==> config.mk <==
export PLATFORM = sky130hd
export DESIGN_NAME = rv32i_sequencer
export DESIGN_NICKNAME = d
export VERILOG_FILES = /design/src/rtl/rv32i_pkg.sv /design/src/rtl/imm_gen.sv /design/src/rtl/rv32i_sequencer.sv
export SDC_FILE = /design/constraint.sdc
export NUM_CORES = 1
export LEC_CHECK = 0
export CORE_UTILIZATION = 40
export DETAILED_ROUTE_END_ITERATION = 8
export GPL_ROUTABILITY_DRIVEN = 0
export SYNTH_ARGS = -nofsm -noshare
export SYNTH_HDL_FRONTEND = slang
export SYNTH_SLANG_ARGS = --single-unit
==> constraint.sdc <==
create_clock -name clk -period 5.75 [get_ports clk]
set_input_delay 0.8625 -clock clk [delete_from_list [all_inputs] [get_ports clk]]
set_output_delay 0.8625 -clock clk [all_outputs]
set_load 0.03 [all_outputs]
==> src/rtl/rv32i_pkg.sv <==
// Shared encodings for the rv32i core: opcodes, branch funct3 codes,
// sequencer states, halt causes and the branch-compare helper.
package rv32i_pkg;

    localparam int unsigned XLEN     = 32;
    localparam int unsigned REG_AW   = 5;
    localparam int unsigned FUNCT_W  = 4;

    localparam logic [6:0] OPC_OP     = 7'b0110011;
    localparam logic [6:0] OPC_OP_IMM = 7'b0010011;
    localparam logic [6:0] OPC_LUI    = 7'b0110111;
    localparam logic [6:0] OPC_AUIPC  = 7'b0010111;
    localparam logic [6:0] OPC_JAL    = 7'b1101111;
    localparam logic [6:0] OPC_JALR   = 7'b1100111;
    localparam logic [6:0] OPC_BRANCH = 7'b1100011;
    localparam logic [6:0] OPC_SYSTEM = 7'b1110011;

    localparam logic [2:0] F3_BEQ  = 3'b000;
    localparam logic [2:0] F3_BNE  = 3'b001;
    localparam logic [2:0] F3_BLT  = 3'b100;
    localparam logic [2:0] F3_BGE  = 3'b101;
    localparam logic [2:0] F3_BLTU = 3'b110;
    localparam logic [2:0] F3_BGEU = 3'b111;

    localparam logic [XLEN-1:0] EBREAK_INSTR = 32'h0010_0073;

    typedef enum logic [2:0] {
        FETCH, DECODE, EXECUTE, WRITEBACK, HALT
    } seq_state_e;

    typedef enum logic [1:0] {
        HC_NONE, HC_EBREAK, HC_ILLEGAL, HC_MISALIGNED
    } halt_cause_e;

    typedef enum logic [2:0] {
        CLS_OP, CLS_OP_IMM, CLS_LUI, CLS_AUIPC, CLS_JAL, CLS_JALR, CLS_BRANCH
    } instr_class_e;

    function automatic logic branch_taken(input logic [2:0] funct3,
                                          input logic [XLEN-1:0] a,
                                          input logic [XLEN-1:0] b);
        logic t;
        case (funct3)
            F3_BEQ:  t = (a == b);
            F3_BNE:  t = (a != b);
            F3_BLT:  t = ($signed(a) < $signed(b));
            F3_BGE:  t = ($signed(a) >= $signed(b));
            F3_BLTU: t = (a < b);
            F3_BGEU: t = (a >= b);
            default: t = 1'b0;
        endcase
        return t;
    endfunction

endpackage

==> src/rtl/imm_gen.sv <==
// Sign-extended I/B/J/U immediates extracted from an instruction word.
module imm_gen
    import rv32i_pkg::*;
(
    input  logic [XLEN-1:0] instr,
    output logic [XLEN-1:0] imm_i_c,
    output logic [XLEN-1:0] imm_b_c,
    output logic [XLEN-1:0] imm_j_c,
    output logic [XLEN-1:0] imm_u_c
);

    assign imm_i_c = {{20{instr[31]}}, instr[31:20]};
    assign imm_b_c = {{19{instr[31]}}, instr[31], instr[7], instr[30:25], instr[11:8], 1'b0};
    assign imm_j_c = {{11{instr[31]}}, instr[31], instr[19:12], instr[20], instr[30:21], 1'b0};
    assign imm_u_c = {instr[31:12], 12'b0};

endmodule

==> src/rtl/rv32i_sequencer.sv <==
// Multi-cycle FETCH/DECODE/EXECUTE/WRITEBACK control for the rv32i core;
// owns the PC and issues at most one regfile write per instruction.
module rv32i_sequencer
    import rv32i_pkg::*;
#(
    parameter logic [31:0] RESET_PC = 32'h0000_0000
)
(
    input  logic        clk,
    input  logic        rst_n,
    output logic        imem_req,
    output logic [31:0] imem_addr,
    input  logic        imem_valid,
    input  logic [31:0] imem_rdata,
    output logic [4:0]  rs1_addr,
    output logic [4:0]  rs2_addr,
    input  logic [31:0] rs1_data,
    input  logic [31:0] rs2_data,
    output logic [31:0] alu_a,
    output logic [31:0] alu_b,
    output logic [3:0]  alu_funct,
    input  logic [31:0] alu_result,
    output logic        rd_we,
    output logic [4:0]  rd_addr,
    output logic [31:0] rd_wdata,
    output logic [31:0] pc,
    output logic        halted,
    output logic [1:0]  halt_cause
);

    seq_state_e      state_q, state_d;
    instr_class_e    cls_q, dec_cls_c;
    halt_cause_e     cause_q;
    logic [XLEN-1:0] ir_q, imm_q, rs2_q, next_pc_q;
    logic [XLEN-1:0] imm_i_c, imm_b_c, imm_j_c, imm_u_c;
    logic [XLEN-1:0] dec_imm_c, target_c, wb_data_c, jalr_sum_c;
    logic            dec_legal_c, dec_ebreak_c, alu_f7_c;
    logic            fetch_hit_c, taken_c, redirect_c, writes_c, misaligned_c;

    imm_gen u_imm_gen (
        .instr   (ir_q),
        .imm_i_c (imm_i_c),
        .imm_b_c (imm_b_c),
        .imm_j_c (imm_j_c),
        .imm_u_c (imm_u_c)
    );

    assign imem_addr  = pc;
    assign rs1_addr   = ir_q[19:15];
    assign rs2_addr   = ir_q[24:20];
    assign halt_cause = cause_q;

    assign fetch_hit_c  = imem_req && imem_valid;
    assign dec_ebreak_c = (ir_q == EBREAK_INSTR);
    assign alu_f7_c     = ir_q[30] && ((ir_q[6:0] == OPC_OP) ||
                          ((ir_q[6:0] == OPC_OP_IMM) && (ir_q[14:12] == 3'b101)));
    assign taken_c      = (cls_q == CLS_BRANCH) && branch_taken(ir_q[14:12], alu_a, rs2_q);
    assign jalr_sum_c   = alu_a + imm_q;

    // Opcode classification and immediate selection for the latched instruction
    always_comb begin
        dec_cls_c   = CLS_OP;
        dec_imm_c   = imm_i_c;
        dec_legal_c = 1'b1;
        case (ir_q[6:0])
            OPC_OP:     dec_cls_c = CLS_OP;
            OPC_OP_IMM: dec_cls_c = CLS_OP_IMM;
            OPC_LUI:    begin dec_cls_c = CLS_LUI;   dec_imm_c = imm_u_c; end
            OPC_AUIPC:  begin dec_cls_c = CLS_AUIPC; dec_imm_c = imm_u_c; end
            OPC_JAL:    begin dec_cls_c = CLS_JAL;   dec_imm_c = imm_j_c; end
            OPC_JALR:   dec_cls_c = CLS_JALR;
            OPC_BRANCH: begin
                dec_cls_c   = CLS_BRANCH;
                dec_imm_c   = imm_b_c;
                dec_legal_c = (ir_q[14:13] != 2'b01);
            end
            OPC_SYSTEM: dec_legal_c = 1'b0;
            default:    dec_legal_c = 1'b0;
        endcase
    end

    // Next-PC and writeback data resolution during EXECUTE
    always_comb begin
        target_c   = pc + 32'd4;
        redirect_c = 1'b0;
        writes_c   = 1'b1;
        wb_data_c  = alu_result;
        case (cls_q)
            CLS_OP, CLS_OP_IMM: ;
            CLS_LUI:   wb_data_c = imm_q;
            CLS_AUIPC: wb_data_c = pc + imm_q;
            CLS_JAL: begin
                target_c   = pc + imm_q;
                redirect_c = 1'b1;
                wb_data_c  = pc + 32'd4;
            end
            CLS_JALR: begin
                target_c   = {jalr_sum_c[XLEN-1:1], 1'b0};
                redirect_c = 1'b1;
                wb_data_c  = pc + 32'd4;
            end
            CLS_BRANCH: begin
                writes_c = 1'b0;
                if (taken_c) begin
                    target_c   = pc + imm_q;
                    redirect_c = 1'b1;
                end
            end
            default: writes_c = 1'b0;
        endcase
    end

    assign misaligned_c = redirect_c && target_c[1];

    always_comb begin
        state_d = state_q;
        case (state_q)
            FETCH:     if (fetch_hit_c) state_d = DECODE;
            DECODE:    state_d = (dec_ebreak_c || !dec_legal_c) ? HALT : EXECUTE;
            EXECUTE:   state_d = misaligned_c ? HALT : WRITEBACK;
            WRITEBACK: state_d = FETCH;
            HALT:      state_d = HALT;
            default:   state_d = HALT;
        endcase
    end

    always_ff @(posedge clk or negedge rst_n) begin
        if (!rst_n) state_q <= FETCH;
        else        state_q <= state_d;
    end

    // Datapath registers and registered outputs
    always_ff @(posedge clk or negedge rst_n) begin
        if (!rst_n) begin
            pc        <= RESET_PC;
            ir_q      <= '0;
            cls_q     <= CLS_OP;
            imm_q     <= '0;
            rs2_q     <= '0;
            next_pc_q <= '0;
            cause_q   <= HC_NONE;
            imem_req  <= 1'b0;
            halted    <= 1'b0;
            alu_a     <= '0;
            alu_b     <= '0;
            alu_funct <= '0;
            rd_we     <= 1'b0;
            rd_addr   <= '0;
            rd_wdata  <= '0;
        end else begin
            imem_req <= (state_d == FETCH);
            halted   <= (state_d == HALT);
            rd_we    <= 1'b0;
            case (state_q)
                FETCH: if (fetch_hit_c) ir_q <= imem_rdata;
                DECODE: begin
                    cls_q     <= dec_cls_c;
                    imm_q     <= dec_imm_c;
                    alu_a     <= rs1_data;
                    rs2_q     <= rs2_data;
                    alu_b     <= (ir_q[6:0] == OPC_OP_IMM) ? imm_i_c : rs2_data;
                    alu_funct <= {alu_f7_c, ir_q[14:12]};
                    if (dec_ebreak_c)      cause_q <= HC_EBREAK;
                    else if (!dec_legal_c) cause_q <= HC_ILLEGAL;
                end
                EXECUTE: begin
                    if (misaligned_c) begin
                        cause_q <= HC_MISALIGNED;
                    end else begin
                        rd_we     <= writes_c && (ir_q[11:7] != 5'd0);
                        rd_addr   <= ir_q[11:7];
                        rd_wdata  <= wb_data_c;
                        next_pc_q <= target_c;
                    end
                end
                WRITEBACK: pc <= next_pc_q;
                default: ;
            endcase
        end
    end

endmodule

==> results of run 1 <==
path summary, 6_finish.rpt:
path	start	to	slack [ns]
setup / recovery	alu_a[9]	rd_wdata[29]	1.68
hold / removal	rst_n	rd_wdata[2]	0.28
setup reg to reg	alu_a[9]	rd_wdata[29]	1.68
hold reg to reg	next_pc_q[18]	next_pc_q[18]	0.46
max in group asynchronous	rst_n	ir_q[26]	4.27
min in group clk	next_pc_q[18]	next_pc_q[18]	0.46
layout by cell type, fill, tap and decap left out, types with 7 or more instances in the layout:
cell type and n:
or2_2 7, xor2_1 35, buf_4 21, and2_1 7
nor3_1 13, o21a_1 9, inv_1 51, dfrtp_1 274
o211ai_1 15, a21o_1 35, clkbuf_1 7, nand2b_1 12
clkdlybuf4s50_1 313, mux2_2 69, ha_1 94, xnor2_1 49
a22o_1 10, nand2_1 354, nor2_1 118, mux2i_1 22
nand4_1 16, o21ai_0 178, a31oi_1 17, nand3_1 33
a221oi_1 16, o22ai_1 18, a21oi_1 150, nor2b_1 13
a211oi_1 34, clkbuf_16 35, or3_1 7, and4_1 7
and3_1 12, o21ai_1 17
metrics by stage:
stage / hold WS (ns) / instance area, um2 / total power, mW
3_5_place_dp: 0.452 / 20600 / 8.14
2_1_floorplan: 0.435 / 17300 / 6.22
5_1_grt: 0.337 / 21700 / 11.0
3_3_place_gp: 0.447 / 20600 / 8.08
6_report: 0.281 / 21700 / 10.4
4_1_cts: 0.324 / 21700 / 10.4
layout make-up:
cell class,instances,area share (%)
clock buffers,48,4.54
clock inverters,13,0.692
inverters,52,0.900
multi-input cells,1480,43.6
flip-flops and latches,276,31.9
well taps,539,3.11
repair buffers,336,15.3
cells by family (layout without fill, tap and decap cells):
| kind of cell | count (synthesis) | count (layout) | share of synthesized area, % |
|---|---|---|---|
| AOI/OAI and AO/OA | 579 | 579 | 21.2 |
| xor gates and xnor gates | 84 | 84 | 4.26 |
| adders and majority gates | 96 | 96 | 7.04 |
| buffers and inverters | 195 | 449 | 5.41 |
| DFF | 276 | 276 | 40.0 |
| muxes | 92 | 92 | 5.84 |
| and+or+nand+nor | 629 | 629 | 16.3 |
cells in the mapped netlist, types with 33 or more instances:
master    number  area, um2
nand2_1      354       1330
dfrtp_1      276       6910
o21ai_0      178        891
a21oi_1      150        751
nor2_1       119        447
ha_1          94       1180
clkbuf_1      80        300
mux2_2        69        777
inv_1         51        191
xnor2_1       49        429
buf_4         46        345
a21o_1        35        263
xor2_1        35        307
a211oi_1      34        255
nand3_1       33        165
power breakdown:
part           internal (mW)  switching, mW  leakage, nW  total (mW)
Combinational           1.99           2.94         5.67        4.93
Clock                   1.30          0.899        0.554        2.19
Sequential              2.51          0.772         3.40        3.28
flip-flops by register name (all words and copies together), names as in the netlist, 3 cells and up:
name	count
imm_q	32
alu_a	32
ir_q	32
rd_wdata	32
rd_addr	5
alu_b	32
cls_q	3
alu_funct	4
next_pc_q	32
imem_addr	32
rs2_q	32
state_q	3
critical path, cell delays in order (launching register included):
cell and delay (ns):
dfrtp_1 0.43, ha_1 0.35, a21o_1 0.18, a21o_1 0.18, a221oi_2 0.25, o211ai_1 0.13
a211oi_1 0.58, nor4_2 0.17, nor4_4 0.46, o21a_1 0.29, buf_4 0.48, mux2_2 0.40
per-layer routing:
| metal | routed length, um | global-route usage, % | part of all wire, % |
|---|---|---|---|
| met5 | 0 | 0 | 0 |
| met4 | 1630 | 8.18 | 2.7 |
| met3 | 4960 | 5.97 | 8.3 |
| met2 | 25900 | 41.5 | 43 |
| met1 | 27300 | 38.5 | 46 |
==> flow_metrics.tcl, run 1 <==
set metrics [dict create \
    status "finished, final reports clean" \
    grt_pass1_wl_um 92000 \
    rows 75 \
    syn_nets 2178 \
    htreeDepth 2 \
    synth-main-ff-cell "dfrtp_1" \
    drive_above_1_share_pct 8.57 \
    grt_max_degree 109 \
    post_drt_wl_per_cell_um 21.8 \
    rsz0062_at_grt "no" \
    antenna_found_initial 0 \
    synth_edf_count 0 \
    hold_class "in -> async" \
    hold_violations 0 \
    period_share_pct 70.7 \
    clkSinkCount 276 \
    r2r_cells 11 \
    synth-seq-cells 276 \
    grtUsageTotal_pct 27.2 \
    cts_root_buffer "clkbuf_16" \
    dp_slack_ns 1.75 \
    crit_required_ns 6.19 \
    fmax_mhz 246 \
    die_area_mm2 0.0440 \
    cts_made_buffers 34 \
    via_count 15552 \
    area_delta_synth_final_pct 25.6 \
    synth_area_per_cell_um2 8.85 \
    syn_area_mm2 0.0173 \
    clock_path_buffers 3 \
    final_nets 2407 \
    worst-path-max-fanout 39 \
    tightest_slew_ns 1.11 \
    skew_ns 0.0249 \
    clock_latency_ns 0.57 \
    period_needed_ns 4.07 \
    yosysSeqAreaShare_pct 40.0 \
    synth.distinct_cells 83 \
    cp.arrival_ns 4.50 \
    crit_type "reg -> reg" \
    core_mm2 0.0422 \
    layout.core_utilization_pct 51.4 \
    drtIter0Drc 1217 \
    postCtsHoldBufs 0 \
    max_cap_viol_count 0 \
    dp.cells 2683 \
    vdd_ir_drop_max_v 0.000272 \
    synth_cells 1951 \
    drc_errors 0 \
    dieHeight_um 210 \
    grt_pass1_vias 15340 \
    startpoint_type "register" \
    seqCellArea_mm2 0.00691 \
    synthArstFlopShare_pct 100 \
    path_clk_slew_ns 0.06 \
    instances_no_fill 2744 \
    grt-ovfl-total 0 \
    port_buffers 314 \
    yosysWarnings 0 \
    hpwl_um 44500 \
    power_leakage_nw 9.62 \
    setup_violations 0 \
    setup_ws_ns 1.68 \
    viasPerCell 5.67 \
    finalSetupTns_ns 0 \
    drtAntennaViolNets 0 \
    relSlewSlack_pct 25.6 \
    first_pass_iters 5 \
    p_per_area_mw_per_mm2 480 \
    maxSlewViolCount 0 \
    dieWidth_um 210 \
    multi_input_area_mm2 0.00945 \
    fillCellCount 3950 \
    cts_tree "yes" \
    cp-end-kind "register" \
    cts-resized-gates 0 \
    start_util_pct 40.9 \
    ios 315 \
    diodes 0 \
    drt_wl_total_um 59800 \
    cts_setup_buffers 0 \
]
Note: power is estimated with default switching activity, not from simulation.
==> inputs of run 2 (changes only) <==
Settings changed: PLACE_DENSITY from default to 0.66.
Clock period 5.75 ns to 3.4 ns, I/O delays scaled along.
==> flow_metrics.tcl, run 2 (synthesis gave the netlist of run 1 again) <==
set metrics [dict create \
    status "finished, final reports clean" \
    maxSlewViolCount 0 \
    whs_ns 0.450 \
    worstPathCellList "ha_1, and4_1, and4_1, nand3_1, nand2_1, a41oi_4, o211ai_1, a311oi_2, xor2_1, o221ai_1, mux2_2" \
    pwr-share-clk_pct 18.9 \
    hpwl_um 44700 \
    drc_errors 0 \
    p_int_mw 10.4 \
    dieHeight_um 210 \
    drive_above_1_share_pct 15.9 \
    worst-path-max-fanout 8 \
    post_drt_wl_per_cell_um 21.4 \
    layout_commonest_cell "nand2_1" \
    cts_tree "yes" \
    clkSinkCount 276 \
    cp-end-kind "register" \
    first_pass_iters 8 \
    rsz0062_at_grt "yes" \
    htreeDepth 1 \
    fillCellCount 3802 \
    skew_ns 0.0167 \
    swShare_pct 43.7 \
    period_needed_ns 3.37 \
    worst_path_largest_cell_delay_ns 0.50 \
    finalSetupTns_ns 0 \
    p_switching_mw 8.08 \
    rows 75 \
    tightest_slew_ns 0.994 \
    hold_violations 0 \
    clock_path_buffers 3 \
    startpoint_type "register" \
    cpMostUsedCell "and4_1" \
    drtAntennaViolNets 0 \
    grt_max_degree 102 \
    vdd_ir_drop_max_v 0.000585 \
    drtIter0Drc 1548 \
    p_per_area_mw_per_mm2 797 \
    relSlewSlack_pct 33.8 \
    max_cap_viol_count 0 \
    ios 315 \
    path_clk_slew_ns 0.06 \
    dp.cells 2779 \
    cp_slowest_cell "dfrtp_1" \
    viasPerCell 5.73 \
    multi_input_area_mm2 0.00991 \
    core_mm2 0.0422 \
    power_leakage_nw 10.3 \
    cts_root_buffer "clkbuf_16" \
    drt_wl_total_um 61300 \
    grt-ovfl-total 0 \
    pwr-share-comb_pct 52.1 \
    fmax_mhz 297 \
    most-common-layout-cells "354 x nand2_1, 313 x clkdlybuf4s50_1, 269 x dfrtp_1, 176 x o21ai_0, 141 x a21oi_1" \
    grtUsageTotal_pct 26.5 \
    port_buffers 314 \
    final_nets 2525 \
    cp.arrival_ns 3.84 \
    antenna_found_initial 0 \
    grt_pass1_wl_um 90800 \
    cts_made_buffers 31 \
    period_share_pct 99.1 \
    dieWidth_um 210 \
    instances_no_fill 2861 \
    clock_latency_ns 0.59 \
    diodes 0 \
    via_count 16403 \
    crit_required_ns 3.87 \
    start_util_pct 40.9 \
    die_area_mm2 0.0440 \
    area_delta_synth_final_pct 34.4 \
    seqCellArea_mm2 0.00692 \
    setup_violations 0 \
    grt_pass1_vias 15537 \
    hold_class "in -> reg" \
    crit_type "reg -> reg" \
    sequentialPowerShare_pct 29.0 \
]
[run 2: changes by cell type in the layout (fill, tap and decap cells not counted), moves of 5 or more]
cell,previous run,this run
buf_12,1,8
a21oi_2,2,11
inv_2,0,6
buf_4,21,123
inv_1,51,45
dfrtp_1,274,269
dfrtp_2,2,7
a21oi_1,150,141
ha_4,0,15
ha_1,94,78
[run 2: power by group through the flow]
stage | registers (mW) | clock network, mW | logic [mW]
2_1_floorplan | 5.77 | 0 | 4.74
3_3_place_gp | 5.30 | 0 | 8.59
4_1_cts | 5.28 | 3.57 | 8.87
5_1_grt | 5.44 | 3.69 | 10.4
6_report | 5.36 | 3.50 | 9.63
3_5_place_dp | 5.32 | 0 | 8.79
[run 2: cell type report]
class,count,area share (%)
clock buffers,43,3.88
clock inverters,14,0.674
inverters,52,0.841
multi-input cells,1480,42.7
flip-flops and latches,276,29.8
well taps,539,2.91
repair buffers,457,19.2
[run 2: final timing paths]
kind                               start  cells after the start  slack, ns             to
min reg2reg                next_pc_q[13]                      2       0.46  next_pc_q[13]
min in group asynchronous          rst_n                      2       0.49    rd_wdata[2]
min                         rs1_data[17]                      3       0.45      alu_a[17]
max reg2reg                    imm_q[17]                     11       0.03   rd_wdata[29]
max                            imm_q[17]                     11       0.03   rd_wdata[29]
max in group asynchronous          rst_n                      3       1.84      alu_a[10]
[run 2: stage by stage]
stage | util (%) | total power [mW] | area, um2 | setup WS (ns)
finish | 55.0 | 18.5 | 23200 | 0.0302
global route | 55.0 | 19.5 | 23200 | -0.0519
CTS | 53.2 | 17.7 | 22500 | -0.00420
detailed placement | 50.6 | 14.1 | 21400 | -0.0749
global placement | 50.6 | 13.9 | 21400 | -0.0570
floorplan | - | 10.5 | 17300 | 0.0489
[run 2: worst max-delay path: cells and delay by family (launching register included)]
kind,cells,cell delay (ns)
fa+ha+maj,1,0.44
flops,1,0.50
xor+xnor,1,0.29
mux,1,0.28
compound gates,4,0.96
simple gates,4,0.78
[run 2: routing by layer]
| layer | up-vias | track usage, % | share of wire (%) | wire length (um) |
|---|---|---|---|---|
| met5 | - | 0 | 0 | 0 |
| met4 | 0 | 6.57 | 2.8 | 1700 |
| met3 | 125 | 4.98 | 9.5 | 5830 |
| met2 | 783 | 41.9 | 45 | 27300 |
| met1 | 7869 | 37.4 | 43 | 26500 |
| li1 | 7626 | - | - | - |
[run 2: what timing repair did]
item / in CTS / in global routing
endpoints found under the hold margin: 73 / 0
gates cloned: 0 / 6
buffers inserted: 0 / 18
resized for setup: 4 / 75
pin swaps: 2 / 38
hold buffers: 1 / 0
endpoints found under the setup margin: 13 / 70
